--- src/rtl/dtcm_ctrl.sv ---
// dtcm_ctrl: LSU-to-DTCM SRAM controller with 1-cycle read latency and an in-order response buffer.
// `DTCM_CTRL_BACK2BACK_EN selects one command per cycle and a 2-entry buffer; otherwise 1 outstanding, depth 1.
`ifndef DTCM_RAM_AW
`define DTCM_RAM_AW 12
`endif
`ifndef XLEN
`define XLEN 32
`endif

module dtcm_ctrl #(
  parameter int AW = `DTCM_RAM_AW,
  parameter int DW = `XLEN
) (
  input  logic            clk,
  input  logic            rst,
  input  logic            dtcm_cmd_valid,
  output logic            dtcm_cmd_ready,
  input  logic            dtcm_cmd_read,
  input  logic [AW-1:0]   dtcm_cmd_addr,
  input  logic [DW-1:0]   dtcm_cmd_wdata,
  input  logic [DW/8-1:0] dtcm_cmd_wmask,
  output logic            dtcm_rsp_valid,
  input  logic            dtcm_rsp_ready,
  output logic [DW-1:0]   dtcm_rsp_rdata,
  output logic            ram_cs,
  output logic            ram_we,
  output logic [AW-1:0]   ram_addr,
  output logic [DW/8-1:0] ram_wem,
  output logic [DW-1:0]   ram_din,
  input  logic [DW-1:0]   ram_dout
);

`ifdef DTCM_CTRL_BACK2BACK_EN
  localparam int DEPTH = 2;
`else
  localparam int DEPTH = 1;
`endif

  logic          inflight;
  logic          inflight_read;
  logic [1:0]    count;
  logic          wr_ptr;
  logic          rd_ptr;
  logic [DW-1:0] buf_data [2];
  logic          buf_read [2];

  logic buf_empty;
  logic cmd_fire;
  logic push;
  logic pop;

  assign buf_empty = (count == 2'd0);
  assign cmd_fire  = dtcm_cmd_valid & dtcm_cmd_ready;

`ifdef DTCM_CTRL_BACK2BACK_EN
  assign dtcm_cmd_ready = !rst && ((count + {1'b0, inflight}) < 2'd2);
`else
  assign dtcm_cmd_ready = !rst && buf_empty && !inflight;
`endif

  assign ram_cs   = cmd_fire;
  assign ram_we   = cmd_fire & ~dtcm_cmd_read;
  assign ram_addr = dtcm_cmd_addr;
  assign ram_din  = dtcm_cmd_wdata;
  assign ram_wem  = ram_we ? dtcm_cmd_wmask : '0;

  // Empty buffer bypasses the SRAM output straight to the LSU; otherwise the head entry is shown.
  assign dtcm_rsp_valid = !buf_empty || inflight;
  assign dtcm_rsp_rdata = !buf_empty ? (buf_read[rd_ptr] ? buf_data[rd_ptr] : '0)
                                     : (inflight_read ? ram_dout : '0);

  assign pop  = dtcm_rsp_ready & !buf_empty;
  assign push = inflight & !(buf_empty & dtcm_rsp_ready);

  always_ff @(posedge clk) begin
    if (rst) begin
      inflight      <= 1'b0;
      inflight_read <= 1'b0;
      count         <= 2'd0;
      wr_ptr        <= 1'b0;
      rd_ptr        <= 1'b0;
    end else begin
      inflight      <= cmd_fire;
      inflight_read <= cmd_fire & dtcm_cmd_read;
      if (push) wr_ptr <= (DEPTH == 2) ? ~wr_ptr : 1'b0;
      if (pop)  rd_ptr <= (DEPTH == 2) ? ~rd_ptr : 1'b0;
      case ({push, pop})
        2'b10:   count <= count + 2'd1;
        2'b01:   count <= count - 2'd1;
        default: count <= count;
      endcase
    end
  end

  // Raw SRAM word is captured here so later ram_dout changes cannot disturb a held response.
  always_ff @(posedge clk) begin
    if (!rst && push) begin
      buf_data[wr_ptr] <= ram_dout;
      buf_read[wr_ptr] <= inflight_read;
    end
  end

endmodule

--- config.mk ---
export PLATFORM = sky130hd
export DESIGN_NAME = dtcm_ctrl
export DESIGN_NICKNAME = d
export VERILOG_FILES = /design/src/rtl/dtcm_ctrl.sv
export SDC_FILE = /design/constraint.sdc
export NUM_CORES = 1
export LEC_CHECK = 0
export CORE_ASPECT_RATIO = 0.8
export CORE_MARGIN = 8
export CORE_UTILIZATION = 30
export DETAILED_ROUTE_END_ITERATION = 10
export PLACE_DENSITY = 0.77
export SYNTH_ARGS = -nofsm -noshare
export SYNTH_HDL_FRONTEND = slang
export SYNTH_SLANG_ARGS = --single-unit
--- constraint.sdc ---
create_clock -name clk -period 3.3 [get_ports clk]
set_input_delay 0.825 -clock clk [delete_from_list [all_inputs] [get_ports clk]]
set_output_delay 0.825 -clock clk [all_outputs]
set_load 0.01 [all_outputs]
==> metrics.md <==
| Metric | Value |
|---|---|
| Slack of the worst reg-to-reg path | `1570 ps` |
| Placement-stage cell area | `2500 um^2` |
| Vertical die dimension | `87.6 um` |
| Final non-filler cell area | `2590 um^2` |
| Slew margin rel. | `0.688` |
| Width of the die | `105 um` |
| Seq cells post-synth | `37` |
| Routability Congestion | `0.624` |
| Biggest area contributors in the synthesized netlist | `edfxtp_1 52%, buf_4 17%, a22o_1 15%, dfxtp_1 4.2%, buf_6 2.3%` |
| Worst setup SP type | `primary input` |
| Count of cell types in the netlist | `23` |
| Data required time of the critical path | `2470 ps` |
| Type of the worst setup path | `primary input to output pin` |
| Critical R2R Launch | `count[0]` |
| Final critical-path share of the clock period | `0.960` |
| Overall via count from detail_route | `1252` |
| Largest delay share family, worst path | `buffers and inverters` |
| Number of filler instances in the final layout | `588` |
| Number of I/O pins | `169` |
| Starting utilization of the core area | `0.306` |
| Routed via count divided by cell count | `4.62` |
| Number of instances in the synthesized netlist | `145` |
| Inserted Diodes | `0` |
| Mean Syn Cell Area | `13.3 um^2` |
| Count of buffering cells on the critical path with inverters included | `4` |
| Largest fanout on the critical path | `4` |
| Crit-path most repeated cell | `clkdlybuf4s50_1` |
| TritonCTS clock tree | `yes` |
| Worst Hold Endpoint | `buf_read[0]` |
| Hold Path Depth | `0` |
| Area occupied by multi-input gates | `460 um^2` |
| Total Nets Final | `272` |
| Top cell type's share of synthesized area | `0.516` |
| Count of flip-flops with a built-in enable after synthesis | `33` |
| Routed length per placed instance | `16.2 um` |
| RSZ-0062 raised after global routing | `false` |
| Post-Route WL | `4.39 mm` |
| Most used DFF post-synth | `edfxtp_1` |
| Clock Tree Root | `clkbuf_8` |
| Share of async-settable or async-resettable flops after synthesis | `0` |
| Area of the die | `9240 um^2` |
| Total power | `1.40 mW` |
| Cell Chain, Critical Path | `clkdlybuf4s50_1, nor4_4, nand2_2, buf_4, inv_1, clkdlybuf4s50_1` |
| First-pass GRT wire length | `6.94 mm` |
| Number of DRC violations after detailed routing | `0` |
| Clock Latency Late Sink | `280 ps` |
| Hold Path Origin | `inflight_read` |
| Worst endpoint data arrival time | `2340 ps` |
| Dominant cell by count in the synthesized netlist | `buf_4` |
| Worst Tran Pin Value | `466 ps` |
| Vias in the first global route | `1360` |
| Number of clock sinks | `37` |
| Worst Setup End Kind | `output pin` |
| Final critical delay including setup and external delays | `3170 ps` |
| Total GRT Usage | `0.0951` |
| Total setup violations reported at the end of the flow | `0` |
| First-iteration detailed-routing DRC count | `61` |
| Power Dens Cells | `542 nW/um^2` |
| Max Slew Vio Count | `0` |
| Static leakage power | `0.943 nW` |
| Share of cells above drive strength 1 | `0.107` |
| Antenna violations before repair | `0` |
| Total of buffers placed on input and output ports | `80` |
| Pin count of the biggest net entering global routing | `33` |
| Result of the run | `completed` |
| Number of failing hold endpoints at the final stage | `0` |
| Register Area | `1070 um^2` |
| Cell with the largest stage delay on the worst path | `clkdlybuf4s50_1` |
| Clock slew at reported path FFs | `70 ps` |
| Cell type contributing the most total cell area after synthesis | `edfxtp_1` |
| Slowest Stage Delay on Critical Path | `530 ps` |
| Maximum root-to-sink buffer count | `2` |
| Antenna Violating Nets Remaining | `0` |
| Router iterations before antenna repair | `3` |
| Half-perimeter wire length after detailed placement | `3.39 mm` |
| R2r endpoint | `buf_data[0][31]` |
| Core ar. | `6280 um^2` |
| Number of cells on the worst reg-to-reg path | `4` |
| Number of buffers inserted during clock tree synthesis | `5` |
| CTS Hold Buffers Added | `0` |
| Placement row count | `26` |
| Sequential-to-total area share from yosys stat | `0.557` |
| Area added between synthesis and finish | `34.6%` |
| Final worst clock skew | `1.50 ps` |
| CTS H-tree depth | `2` |
| Post-synthesis instance area | `1920 um^2` |
| Tightest Hold Check Type | `flip-flop to flip-flop` |
| GRT overflow | `0` |
| Total number of yosys warnings | `0` |
| Highest attainable clock frequency | `316 MHz` |
| Nets in the synthesized netlist | `231` |
| Worst VDD drop | `0.190 mV` |
| Maxcap violations | `0` |
| Leading cell types by count after synthesis | `44 x buf_4, 33 x edfxtp_1, 32 x a22o_1` |
[flip-flops by register name (all words and copies together) (netlist names)]
name           count
buf_data          32
buf_read           1
count              2
inflight           1
inflight_read      1
[where the power goes]
group	leakage (nW)	total (mW)	internal [mW]	switching, mW
clock network	0.0450	0.298	0.146	0.152
registers	0.332	0.568	0.546	0.0225
logic	0.566	0.536	0.311	0.225
[layout by cell type (no fill, tap or decap)]
master           synthesis  final
o21ai_0                  1      1
and3_1                   1      1
xnor2_1                  1      1
inv_1                    2      2
a21oi_1                  1      1
nor2b_1                  2      1
dfxtp_1                  4      4
clkbuf_8                 0      5
nor2_2                   1      1
nor2_1                   3      2
clkbuf_1                 0      1
nor2_4                   0      1
and2_4                   1      1
buf_12                   0      1
dlygate4sd2_1            0      2
clkinv_2                 0      2
nor4_4                   1      1
a21bo_2                  1      1
nor2b_2                  0      1
a22o_1                  32     32
ha_1                     1      1
clkdlybuf4s50_1          0     76
edfxtp_1                33     33
nor3b_1                  2      2
buf_4                   44      5
xor2_1                   1      1
nand2_2                  0      1
and4b_1                  2      2
or3_1                    2      2
dlymetal6s2s_1           0      2
[how the worst max path moves through the flow]
stage | from | to | slack (ps) | cells after the start
2_1_floorplan | dtcm_rsp_ready | buf_data[0][0] | 460 | 2
3_3_place_gp | rst | ram_wem[3] | 3 | 5
3_5_place_dp | rst | ram_wem[3] | -90 | 5
4_1_cts | rst | ram_wem[1] | 60 | 5
5_1_grt | rst | ram_cs | 30 | 6
6_report | rst | ram_cs | 130 | 6
[per-layer routing]
layer  track usage  wire [um]  part of all wire  vias up
met5             0          0                 0        -
met4        0.0581        124             0.028        0
met3        0.0441        454              0.10       22
met2         0.152       1950              0.45       63
met1         0.102       1860              0.42      587
li1              -          -                 -      580
[metrics by stage]
stage	instances	worst slack (ps)	util	setup TNS (ps)	hold WS [ps]
after global placement	263	3.35	0.398	0	413
after CTS	271	57.9	0.411	0	434
after floorplan	145	457	-	0	408
after detailed placement	263	-94.7	0.398	-164	415
after global routing	271	29.5	0.412	0	454
final	271	132	0.412	0	431
[repair_timing]
action | in CTS | in global routing
pin swaps | 1 | 0
gates resized for setup | 2 | 3
setup endpoints to repair | 5 | 3
buffers inserted | 0 | 0
[kinds of logic after synthesis]
kind of cell / synth area share
AO/OA/AOI/OAI: 0.156
XOR/XNOR: 0.00912
adder cells (fa/ha/maj): 0.00651
buffers and inverters: 0.210
flip-flops: 0.557
AND/OR/NAND/NOR: 0.0612
[final cells by class]
type	count	share of cell area
repair buffers	86	0.333
inverters	2	0.00290
multi-input cells	54	0.178
clock buffers	6	0.0280
clock inverters	2	0.00387
flip-flops and latches	37	0.414
well taps	84	0.0406
No activity file was read; power rests on OpenSTA's default activity.
